### src/rtl/rx_timer.sv
// USB full-speed receive bit timer: recovers bit timing from D+ edges, strobes the
// NRZI decoder, drops stuffed bits and flags whole bytes. Optional: RX_TIMER_STUFF_ERR_EN.
module rx_timer #(
    parameter int CLKS_PER_BIT = 8,
    parameter int SAMPLE_PHASE = 3,
    parameter int STUFF_LIMIT  = 6
) (
    input  logic clk,
    input  logic n_rst,
    input  logic rcving,
    input  logic d_edge,
    input  logic eop,
    input  logic d_orig,
    output logic shift_enable,
    output logic data_shift,
`ifdef RX_TIMER_STUFF_ERR_EN
    output logic stuff_err,
`endif
    output logic byte_received
);

    localparam int PH_W   = $clog2(CLKS_PER_BIT);
    localparam int ONES_W = $clog2(STUFF_LIMIT + 1);

    localparam logic [PH_W-1:0]   PH_ZERO   = '0;
    localparam logic [PH_W-1:0]   PH_ONE    = PH_W'(1);
    localparam logic [PH_W-1:0]   PH_LAST   = PH_W'(CLKS_PER_BIT - 1);
    localparam logic [PH_W-1:0]   PH_SAMPLE = PH_W'(SAMPLE_PHASE);
    localparam logic [ONES_W-1:0] ONES_ZERO = '0;
    localparam logic [ONES_W-1:0] ONES_ONE  = ONES_W'(1);
    localparam logic [ONES_W-1:0] ONES_MAX  = ONES_W'(STUFF_LIMIT);

    typedef enum logic [1:0] {
        IDLE = 2'd0,
        RUN  = 2'd1,
        HALT = 2'd2
    } state_t;

    state_t            r_state;
    logic [PH_W-1:0]   r_ph;
    logic              r_bit_valid;
    logic [ONES_W-1:0] r_ones;
    logic [2:0]        r_bitcnt;
    logic              r_byte_rcvd;

    logic w_stuff;
    logic w_data;

    // A bit sampled while the ones run has reached the limit is the inserted stuff bit.
    assign w_stuff       = (r_ones == ONES_MAX);
    assign w_data        = r_bit_valid & ~w_stuff;
    assign shift_enable  = (r_state == RUN) && (r_ph == PH_SAMPLE) && !eop;
    assign data_shift    = w_data;
    assign byte_received = r_byte_rcvd;
`ifdef RX_TIMER_STUFF_ERR_EN
    assign stuff_err     = r_bit_valid & w_stuff & d_orig;
`endif

    always_ff @(posedge clk or negedge n_rst) begin
        if (!n_rst) begin
            r_state     <= IDLE;
            r_ph        <= PH_ZERO;
            r_bit_valid <= 1'b0;
            r_ones      <= ONES_ZERO;
            r_bitcnt    <= 3'd0;
            r_byte_rcvd <= 1'b0;
        end else begin
            r_bit_valid <= shift_enable & rcving;
            r_byte_rcvd <= 1'b0;
            if (!rcving) begin
                r_state  <= IDLE;
                r_ph     <= PH_ZERO;
                r_ones   <= ONES_ZERO;
                r_bitcnt <= 3'd0;
            end else begin
                case (r_state)
                    IDLE: begin
                        // rcving rises on the first edge, so that cycle is phase 0
                        r_state <= RUN;
                        r_ph    <= PH_ONE;
                    end
                    RUN: begin
                        if (w_data && (r_bitcnt == 3'd7)) begin
                            r_byte_rcvd <= 1'b1;
                        end
                        if (eop) begin
                            r_state  <= HALT;
                            r_ph     <= PH_ZERO;
                            r_ones   <= ONES_ZERO;
                            r_bitcnt <= 3'd0;
                        end else begin
                            if (d_edge) begin
                                r_ph <= PH_ONE;
                            end else if (r_ph == PH_LAST) begin
                                r_ph <= PH_ZERO;
                            end else begin
                                r_ph <= r_ph + PH_ONE;
                            end
                            if (r_bit_valid) begin
                                if (w_stuff) begin
                                    r_ones <= ONES_ZERO;
                                end else begin
                                    r_ones   <= d_orig ? (r_ones + ONES_ONE) : ONES_ZERO;
                                    r_bitcnt <= r_bitcnt + 3'd1;
                                end
                            end
                        end
                    end
                    HALT: begin
                        r_state <= HALT;
                    end
                    default: begin
                        r_state <= IDLE;
                    end
                endcase
            end
        end
    end

endmodule

### config.mk
export PLATFORM = sky130hd
export DESIGN_NAME = rx_timer
export DESIGN_NICKNAME = d
export VERILOG_FILES = /design/src/rtl/rx_timer.sv
export SDC_FILE = /design/constraint.sdc
export NUM_CORES = 1
export LEC_CHECK = 0
export ABC_AREA = 1
export BUFFER_PORTS_ARGS = -buffer_cell sky130_fd_sc_hd__clkbuf_2
export CAP_MARGIN = 10
export CORE_MARGIN = 2
export CORE_UTILIZATION = 55
export DETAILED_ROUTE_END_ITERATION = 7
export PLACE_DENSITY = 0.75
export SLEW_MARGIN = 20
export SYNTH_ARGS = -nofsm -noshare
export SYNTH_HDL_FRONTEND = slang
export SYNTH_SLANG_ARGS = --single-unit
### constraint.sdc
create_clock -name clk -period 1.8 [get_ports clk]
set_clock_uncertainty 0.05 [all_clocks]
set_input_delay 0.18 -clock clk [delete_from_list [all_inputs] [get_ports clk]]
set_output_delay 0.18 -clock clk [all_outputs]
set_load 0.02 [all_outputs]
# Word level (Yosys, flattened, before mapping)
# Index checks and enable logic that the tools add are counted.
dict set report op_classes {
  reduce_logical 7
  eq_ne 11
  n_bitwise 3
  n_addsub 3
  n_mux 22
}
# cell count
set op_table {}
lappend op_table {{$mux W3} 15}
lappend op_table {{$add A3 B1 Y3 const B} 3}
lappend op_table {{$eq A3 B3 Y1 const B} 3}
lappend op_table {{$ne A3 B1 Y1 const B} 2}
lappend op_table {{$ne A3 B3 Y1 const B} 2}
lappend op_table {{$pmux W2 S3} 1}
lappend op_table {{$pmux W3 S2} 1}
lappend op_table {{$mux W2} 2}
lappend op_table {{$eq A3 B2 Y1 const B} 1}
lappend op_table {{$logic_and A1 B1 Y1} 3}
lappend op_table {{$mux W1} 3}
lappend op_table {{$reduce_and A3 Y1} 1}
lappend op_table {{$and A1 B1 Y1} 2}
lappend op_table {{$eq A2 B1 Y1 const B} 1}
lappend op_table {{$eq A2 B2 Y1 const B} 1}
lappend op_table {{$logic_not A2 Y1} 1}
lappend op_table {{$ne A2 B1 Y1 const B} 1}
lappend op_table {{$reduce_and A2 Y1} 1}
lappend op_table {{$logic_not A1 Y1} 1}
lappend op_table {{$not A1 Y1} 1}
dict set report totals {
  inputBits 6
  word_cells 52
  reg_bits 13
}

# Longest topological paths before layout
# Gate-level depths: netlist of run 1.
dict set report depth {
  depth_word 7
  depth_mapped 8
  depth_no_buf 8
}

# Worst setup path before layout of run 1
# No wires, ideal clock.
dict set report synth_timing {
  kind {register to output}
  from {register r_state[1]}
  to {output shift_enable}
  path_slack_ns 0.343
  arrival_ns 1.227
  stages_incl_launch_ff 5
  path_buffers 0
  cell_sequence {dfrtp_1 > inv_1 > ha_1 > inv_2 > nor3_1}
}
dict set report synth_between {
  elab_chain_cells 3
}
# element line
set synth_lines {}
lappend synth_lines {{start, declared} 39} ;# state_t r_state;
lappend synth_lines {{start signal, assigned} 61} ;# r_state <= IDLE;
lappend synth_lines {{start signal, assigned} 71} ;# r_state <= IDLE;
lappend synth_lines {{start signal, assigned} 79} ;# r_state <= RUN;
lappend synth_lines {{$eq A2 B1 Y1} 52} ;# assign shift_enable = (r_state == RUN) && (r_ph == PH_SAMPLE) && !eop;
lappend synth_lines {{$logic_and A1 B1 Y1 (2 in a row)} 52}
lappend synth_lines {{end, declared} 14} ;# output logic shift_enable,
# Every way passes these cells.

# Worst setup path in the final report of run 1
# Ends and elaborated chain as after synthesis.

==> results.toml, run 1 <==
[floorplan]
ioPinCount = 9
coreArea_mm2 = 0.00145
initial_core_util_pct = 57.3
dieArea_mm2 = 0.00184
die_w_um = 42.9
die_y_um = 42.9
num_rows = 14

[setup_path]
path_delay_family = "buffers and inverters"
worstSetupPathType = "flop to output port"
endpoint_kind = "output port"
cp_cell_sequence = "inv_1 > ha_2 > inv_2 > nor3_1 > clkbuf_2"
start_kind = "flop"
crit_required_ps = 1570
crit_cells = 5
reg2regPathDepth = 4
crit_buf_inv = 3
crit_slowest_cell = "dfrtp_1"
crit_path_max_fanout = 4
critPathMaxStageDelay_ps = 370
crit_arrival_ps = 1420

[yosys]
avgSynthCellArea_um2 = 9.36
ys_top_cells_by_count = "dfrtp_1 (13), nand2_1 (12), ha_1 (10), inv_1 (10), nand3_1 (8)"
netlist_area_um2 = 833
ys.flop_type = "dfrtp_1"
synth_area_leader_cell = "dfrtp_1"
synthCells = 89
ys_ff_latch = 13
synth.top_cell.area_share_pct = 39.0
yosysSeqAreaShare_pct = 39.0
yosys-top-cells-area = "dfrtp_1 (39%), ha_1 (15%), nand2_1 (5.4%)"
synth_async_sr_flop_share_pct = 100
synth_edf_count = 0
yosysMostFrequentCell = "dfrtp_1"
ys_types = 23
yosysWarnings = 0
synth_nets = 105

[grt]
grt.total_usage_pct = 17.0
grtUsageMet2_pct = 29.1
grt_antenna_before_repair = 0
grt-ovfl-total = 0
busiest_layer = "met2"
grt_pass1_wl_mm = 2.29
first_global_vias = 550
grt_max_degree = 14
gr-usage-met3_pct = 3.83
grtUsageMet1_pct = 20.8

[pwr]
peakVddDrop_v = 0.000583
p_per_area_mw_per_mm2 = 890
power_leakage_nw = 0.509

[timing]
setup_tns_ps = 0
period_needed_ps = 1650
rsz0062_at_grt = "no"
finalHoldViolCount = 0
setup_viol = 0
slew_viol_final = 0
fmax_mhz = 605
worst_pin_slew_ps = 335
max-slew-margin-rel_pct = 77.7
period_share_pct = 91.8

[clocking]
worstSkewPairLatency_ps = 280
clock-sinks = 13
clk_pin_slew_ps = 90
cts_tree = "built"
root_buffer = "clkbuf_4"
ctsHtreeMaxLevel = 1
postCtsSetupBuffers = 0
cts.path.max_buffers = 2
cts_buffers = 3

[drt]
drc = 0
drt-initial-drc-count = 5
vias = 593
wl_per_cell_um = 11.2
dr.pass1.iters = 2
via_per_inst = 5.07
ant_nets = 0
finalWirelength_mm = 1.32

[job]
drv_cap = 0

[placed_design]
place.gp.congestion = 0.751
io_buffer_count = 8
dp_hpwl_mm = 1.03
dp.cells = 112

[cells_and_area]
finish.utilization_pct = 63.4
drive_gt1_share_pct = 32.7
final_cells = 117
synthToLayoutAreaGrowth_pct = 10.7
nNetsFinal = 118
diodes = 0

[worst_hold_path]
hold_class = "input port to flop"
min_delay_path_depth = 4

[run_status]
status = "complete, no violations"
-- final cells by class --
| cell class | instances | area, µm² |
|---|---|---|
| inverters | 14 | 56.3 |
| clock buffers | 3 | 22.5 |
| multi-input cells | 61 | 443 |
| well taps | 16 | 20.0 |
| fillers | 122 | 532 |
| repair buffers | 9 | 50.0 |
| clock inverters | 1 | 5.00 |
| flip-flops and latches | 13 | 325 |
-- metrics by stage --
step | worst slack [ps] | cell area (µm²) | hold WS, ps | power, mW
after floorplan | 343 | 833 | -166 | 0.585
after global placement | 460 | 882 | 42.1 | 0.627
after CTS | 96.5 | 920 | 132 | 0.824
final | 148 | 922 | 132 | 0.820
after global routing | 20.0 | 922 | 155 | 0.884
after detailed placement | 435 | 882 | 46.3 | 0.640
-- worst register-to-register path: stages, from the launching register on --
cell,delay (ps)
dfrtp_1,400
ha_1,220
ha_1,260
or2_2,270
o22ai_1,100
-- registers in the layout, summed over array words and instances, names as in the netlist --
signal / count
byte_received: 1
r_state: 2
r_ones: 3
r_bitcnt: 3
r_bit_valid: 1
r_ph: 3
-- placed cells by master (no fill, tap or decap), drive strengths merged --
cell type    netlist  layout
a21oi              1       1
clkbuf             0      11
clkinv             1       2
dfrtp             13      13
dlygate4sd3        0       1
ha                10      10
inv               13      13
nand2             21      21
nand3              9       9
nor2               9       9
nor3               1       1
o21ai              7       7
o22ai              1       1
or2                1       1
xor2               1       1
-- report_power, final --
part | switching (mW) | internal, mW
combinational | 0.178 | 0.101
sequential | 0.0263 | 0.333
clock | 0.100 | 0.0824
-- path summary, 6_finish.rpt --
check	startpoint	end	slack (ps)
worst max-delay path	r_state[1]	shift_enable	150
worst min register to register	r_bitcnt[1]	r_bitcnt[1]	450
worst min-delay path	d_edge	r_ph[1]	130
worst max register to register	r_ph[0]	r_ph[2]	420
min in group asynchronous	n_rst	r_ones[0]	270
max in group asynchronous	n_rst	r_ones[2]	1170
-- cells by family (layout without fill, tap and decap cells) --
logic type               after synthesis  count (layout)  synth area share, %
XOR/XNOR                               1               1                 1.05
AND/OR/NAND/NOR                       41              41                 29.9
flip-flops                            13              13                 39.0
adder cells (fa/ha/maj)               10              10                 15.0
AO/OA/AOI/OAI                          9               9                 6.91
buffers and inverters                 15              27                 8.11
-- repair_timing --
action / CTS / global route
endpoints found under the setup margin: 0 / 1
endpoints found under the hold margin: 13 / 0
resized for setup: 0 / 1
hold buffers: 1 / 0
-- routing by layer --
| layer | vias to the layer above | part of all wire (%) |
|---|---|---|
| li1 | 307 | - |
| met1 | 276 | 46 |
| met2 | 8 | 50 |
| met3 | 2 | 3.3 |
| met4 | 0 | 0.76 |
| met5 | - | 0 |
Power figures use the tool's default switching activity.
==> inputs of run 2 (changes only) <==
- CORE_UTILIZATION: 55 -> 59
- CTS_BUF_LIST: default -> sky130_fd_sc_hd__clkbuf_4
- PLACE_DENSITY: 0.75 -> 0.8
==> run 2 against run 1 <==
  * Design area up 0.14%
  * Die area down 6.2%
  * Core utilization up 6.7 points
  * First-iteration DRC count rose to 2.8 times the previous value
  * Via count down 2.4%
  * Sequential share of layout area about the same
  * Clock-buffer cell count up 1
==> results.toml, run 2 (same netlist as run 1, synthesis figures left out) <==
[timing]
fmax_mhz = 605
finalHoldViolCount = 0
max-slew-margin-rel_pct = 78.9
rsz0062_at_grt = "no"
setup_tns_ps = 0
finalWorstSetupSlack_ps = 146
period_needed_ps = 1650
setup_viol = 0
worst_pin_slew_ps = 316
slew_viol_final = 0
period_share_pct = 91.9

[setup_path]
cp_cell_sequence = "inv_1 > ha_2 > inv_2 > nor3_1 > clkbuf_2"
crit_arrival_ps = 1420
crit_path_max_fanout = 4
worstSetupPathType = "flop to output port"
start_kind = "flop"
critPathMaxStageDelay_ps = 360
crit_required_ps = 1570
crit_slowest_cell = "dfrtp_1"
endpoint_kind = "output port"

[placed_design]
dp_hpwl_mm = 1.01
place_ws_ps = 389
place.gp.congestion = 0.820
io_buffer_count = 8

[cells_and_area]
seq_area_um2 = 325
fillers = 106
finish.utilization_pct = 70.1
nNetsFinal = 118
diodes = 0
reg_top3 = "r_bitcnt: 3 flops, r_ones: 3 flops, r_ph: 3 flops"
synthToLayoutAreaGrowth_pct = 10.8
drive_gt1_share_pct = 32.7
layout_commonest_cell = "dfrtp_1"
layout_common_cells = "dfrtp_1 (13), nand2_1 (12), inv_1 (10)"
multi_input_area_um2 = 443

[drt]
drt-initial-drc-count = 14
via_per_inst = 4.99
drc = 0
dr.pass1.iters = 4
vias = 579
wl_per_cell_um = 11.2
finalWirelength_mm = 1.30
ant_nets = 0

[pwr]
peakVddDrop_v = 0.000661
power_leakage_nw = 0.510
power_mw = 0.830
p_per_area_mw_per_mm2 = 899

[grt]
grt-ovfl-total = 0
first_global_vias = 577
grt_antenna_before_repair = 0
grt_pass1_wl_mm = 2.39
grt_max_degree = 14
grt.total_usage_pct = 18.3

[clocking]
cts.path.max_buffers = 2
cts_tree = "built"
root_buffer = "clkbuf_4"
worstSkewPairLatency_ps = 270
ctsHtreeMaxLevel = 1
cts_buffers = 3
clock-sinks = 13
postCtsSetupBuffers = 0
clk_pin_slew_ps = 80

[run_status]
status = "complete, no violations"

[floorplan]
ioPinCount = 9
num_rows = 13
die_w_um = 41.6
initial_core_util_pct = 63.2
die_y_um = 41.6
coreArea_mm2 = 0.00132
dieArea_mm2 = 0.00173

[worst_hold_path]
hold_class = "input port to flop"

[job]
drv_cap = 0
==> run 2: worst paths after layout <==
kind / startpoint / end / slack [ps] / depth (start not counted)
min: d_edge / r_ph[2] / 150 / 3
max: r_state[1] / shift_enable / 150 / 5
max reg2reg: r_ph[0] / r_ph[2] / 420 / 4
min reg2reg: r_bitcnt[1] / r_bitcnt[1] / 440 / 2
max in group asynchronous: n_rst / r_ones[1] / 1190 / 2
min in group asynchronous: n_rst / r_ph[2] / 270 / 2
==> run 2: critical path: cells and delay by family (launching register included) <==
kind / cells / cell delay (ps)
and+or+nand+nor: 1 / 150
DFF: 1 / 360
adders and majority gates: 1 / 260
buffers and inverters: 3 / 390
==> run 2: report_power, final <==
part,internal (mW),switching [mW],leakage [nW]
Clock,0.101,0.0938,0.0184
Sequential,0.333,0.0253,0.176
Combinational,0.101,0.176,0.316
==> run 2: layout make-up <==
class                   count  area share (%)
repair buffers              9            5.42
inverters                  14            6.10
clock buffers               4            3.25
well taps                  15            2.03
multi-input cells          61            48.0
flip-flops and latches     13            35.2
==> run 2: stage by stage <==
step / cell area (µm²) / hold slack (ps) / cells
after global placement: 881 / 40.8 / 111
after floorplan: 833 / -166 / 89
after global routing: 923 / 170 / 116
after detailed placement: 881 / 39.2 / 111
after CTS: 921 / 152 / 116
final: 923 / 151 / 116
==> run 2: timing repair <==
item                       CTS  global route
setup endpoints to repair    0             1
hold endpoints to repair    13             0
hold buffers                 1             0
resized for setup            0             1
==> run 2: routing by layer <==
layer  GRT usage (%)  part of all wire [%]  wire length (µm)
met2            28.7                    48               631
met1            23.1                    48               619
met5               0                     0                 0
met3            4.35                   3.1                40
met4            9.68                  0.84                11
==> inputs of run 3 (changes only) <==
- CORE_UTILIZATION: 59 -> 55
- CTS_BUF_LIST: sky130_fd_sc_hd__clkbuf_4 -> sky130_fd_sc_hd__clkbuf_8 sky130_fd_sc_hd__clkbuf_16
- PLACE_DENSITY: 0.8 -> 0.75
==> run 3 against run 2 <==
  * First-iteration DRC count shrank 43%
  * Maximum frequency shrank 0.27%
  * Design area grew 1.6%
  * Final cell count grew 0.86%
  * Non-clock buffer count is the same
  * Core utilization shrank 5.5 points
  * Sequential share of layout area shrank 0.56 points
  * Combinational power shrank 1%
  * Critical path type unchanged
  * Highest routed layer unchanged
==> results.toml, run 3 (same netlist as run 1, synthesis figures left out) <==
[placed_design]
place_ws_ps = 435
dp_hpwl_mm = 1.03
io_buffer_count = 8
dp.cells = 112
place.gp.congestion = 0.751
placed_area_um2 = 882

[cells_and_area]
layout_common_cells = "dfrtp_1 (13), nand2_1 (12), inv_1 (10), ha_1 (10)"
fillers = 116
diodes = 0
finish.utilization_pct = 64.5
reg_top3 = "r_bitcnt: 3 flops, r_ones: 3 flops, r_ph: 3 flops"
seq_area_um2 = 325
multi_input_area_um2 = 440
synthToLayoutAreaGrowth_pct = 12.6
layout_commonest_cell = "dfrtp_1"
drive_gt1_share_pct = 31.7
final_area_um2 = 938
nNetsFinal = 118
final_cells = 117

[grt]
grt_antenna_before_repair = 0
grt_max_degree = 14
grt.total_usage_pct = 17.1
first_global_vias = 552
grt-ovfl-total = 0
grt_pass1_wl_mm = 2.29

[timing]
period_share_pct = 92.1
rsz0062_at_grt = "no"
period_needed_ps = 1660
setup_viol = 0
slew_viol_final = 0
finalWorstSetupSlack_ps = 142
fmax_mhz = 603
setup_tns_ps = 0
whs_ps = 183
worst_pin_slew_ps = 339
finalHoldViolCount = 0
max-slew-margin-rel_pct = 77.4

[floorplan]
dieArea_mm2 = 0.00184
die_w_um = 42.9
initial_core_util_pct = 57.3
ioPinCount = 9
coreArea_mm2 = 0.00145
num_rows = 14
die_y_um = 42.9

[drt]
drc = 0
dr.pass1.iters = 4
finalWirelength_mm = 1.30
wl_per_cell_um = 11.1
ant_nets = 0
via_per_inst = 4.97
vias = 581
drt-initial-drc-count = 8

[pwr]
power_leakage_nw = 0.518
peakVddDrop_v = 0.000492
power_mw = 0.895
p_per_area_mw_per_mm2 = 954

[setup_path]
worstSetupPathType = "flop to output port"
rr_startpoint = "r_ph[0]"
crit_path_max_fanout = 4
start_kind = "flop"
rrSetupSlack_ps = 430
reg2regPathDepth = 4
crit_required_ps = 1570
critPathLaunch = "r_state[1]"
endpoint_kind = "output port"
crit_arrival_ps = 1430
r2r-end = "r_ph[2]"

[job]
drv_cap = 0

[run_status]
status = "complete, no violations"

[worst_hold_path]
hold_start = "d_edge"
hold_class = "input port to flop"
min_delay_path_depth = 4
hold-path-endpoint = "r_ph[1]"

[clocking]
postCtsResizedCells = 0
worstSkewPairLatency_ps = 250
root_buffer = "clkbuf_8"
clk_pin_slew_ps = 60
cts.path.max_buffers = 2
clock-sinks = 13
cts_buffers = 3
cts_tree = "built"
postCtsSetupBuffers = 0
ctsHtreeMaxLevel = 1
-- run 3: layer usage --
layer | vias to the layer above | track usage [%] | part of all wire (%)
li1 | 305 | - | -
met1 | 264 | 21.0 | 47
met2 | 10 | 29.1 | 49
met3 | 2 | 2.55 | 3.0
met4 | 0 | 7.50 | 1.2
met5 | - | 0 | 0
-- run 3: critical path: stages, from the launching register on --
cell	delay [ps]
dfrtp_1	360
inv_1	110
ha_1	290
inv_2	80
nor3_1	150
clkbuf_2	200
-- run 3: what timing repair did --
action                                  in CTS  in global routing
endpoints found under the setup margin       0                  0
hold buffers                                 1                  0
endpoints found under the hold margin       13                  0
-- run 3: cell type report --
type | count | share of cell area, %
clock buffers | 3 | 4.40
repair buffers | 9 | 5.33
well taps | 16 | 2.13
multi-input cells | 61 | 46.9
inverters | 14 | 6.00
clock inverters | 1 | 0.533
flip-flops and latches | 13 | 34.7
-- run 3: how the worst max path moves through the flow --
| stage | slack (ps) | to | cells after the start |
|---|---|---|---|
| 4_1_cts | 130 | shift_enable | 5 |
| 6_report | 140 | shift_enable | 5 |
| 3_3_place_gp | 460 | shift_enable | 5 |
| 2_1_floorplan | 340 | shift_enable | 4 |
| 5_1_grt | 60 | shift_enable | 5 |
| 3_5_place_dp | 430 | r_ph[2] | 4 |
-- run 3: report_power, final --
group	internal [mW]	switching [mW]	total, mW
logic	0.0981	0.175	0.273
clock network	0.153	0.110	0.262
registers	0.334	0.0257	0.360
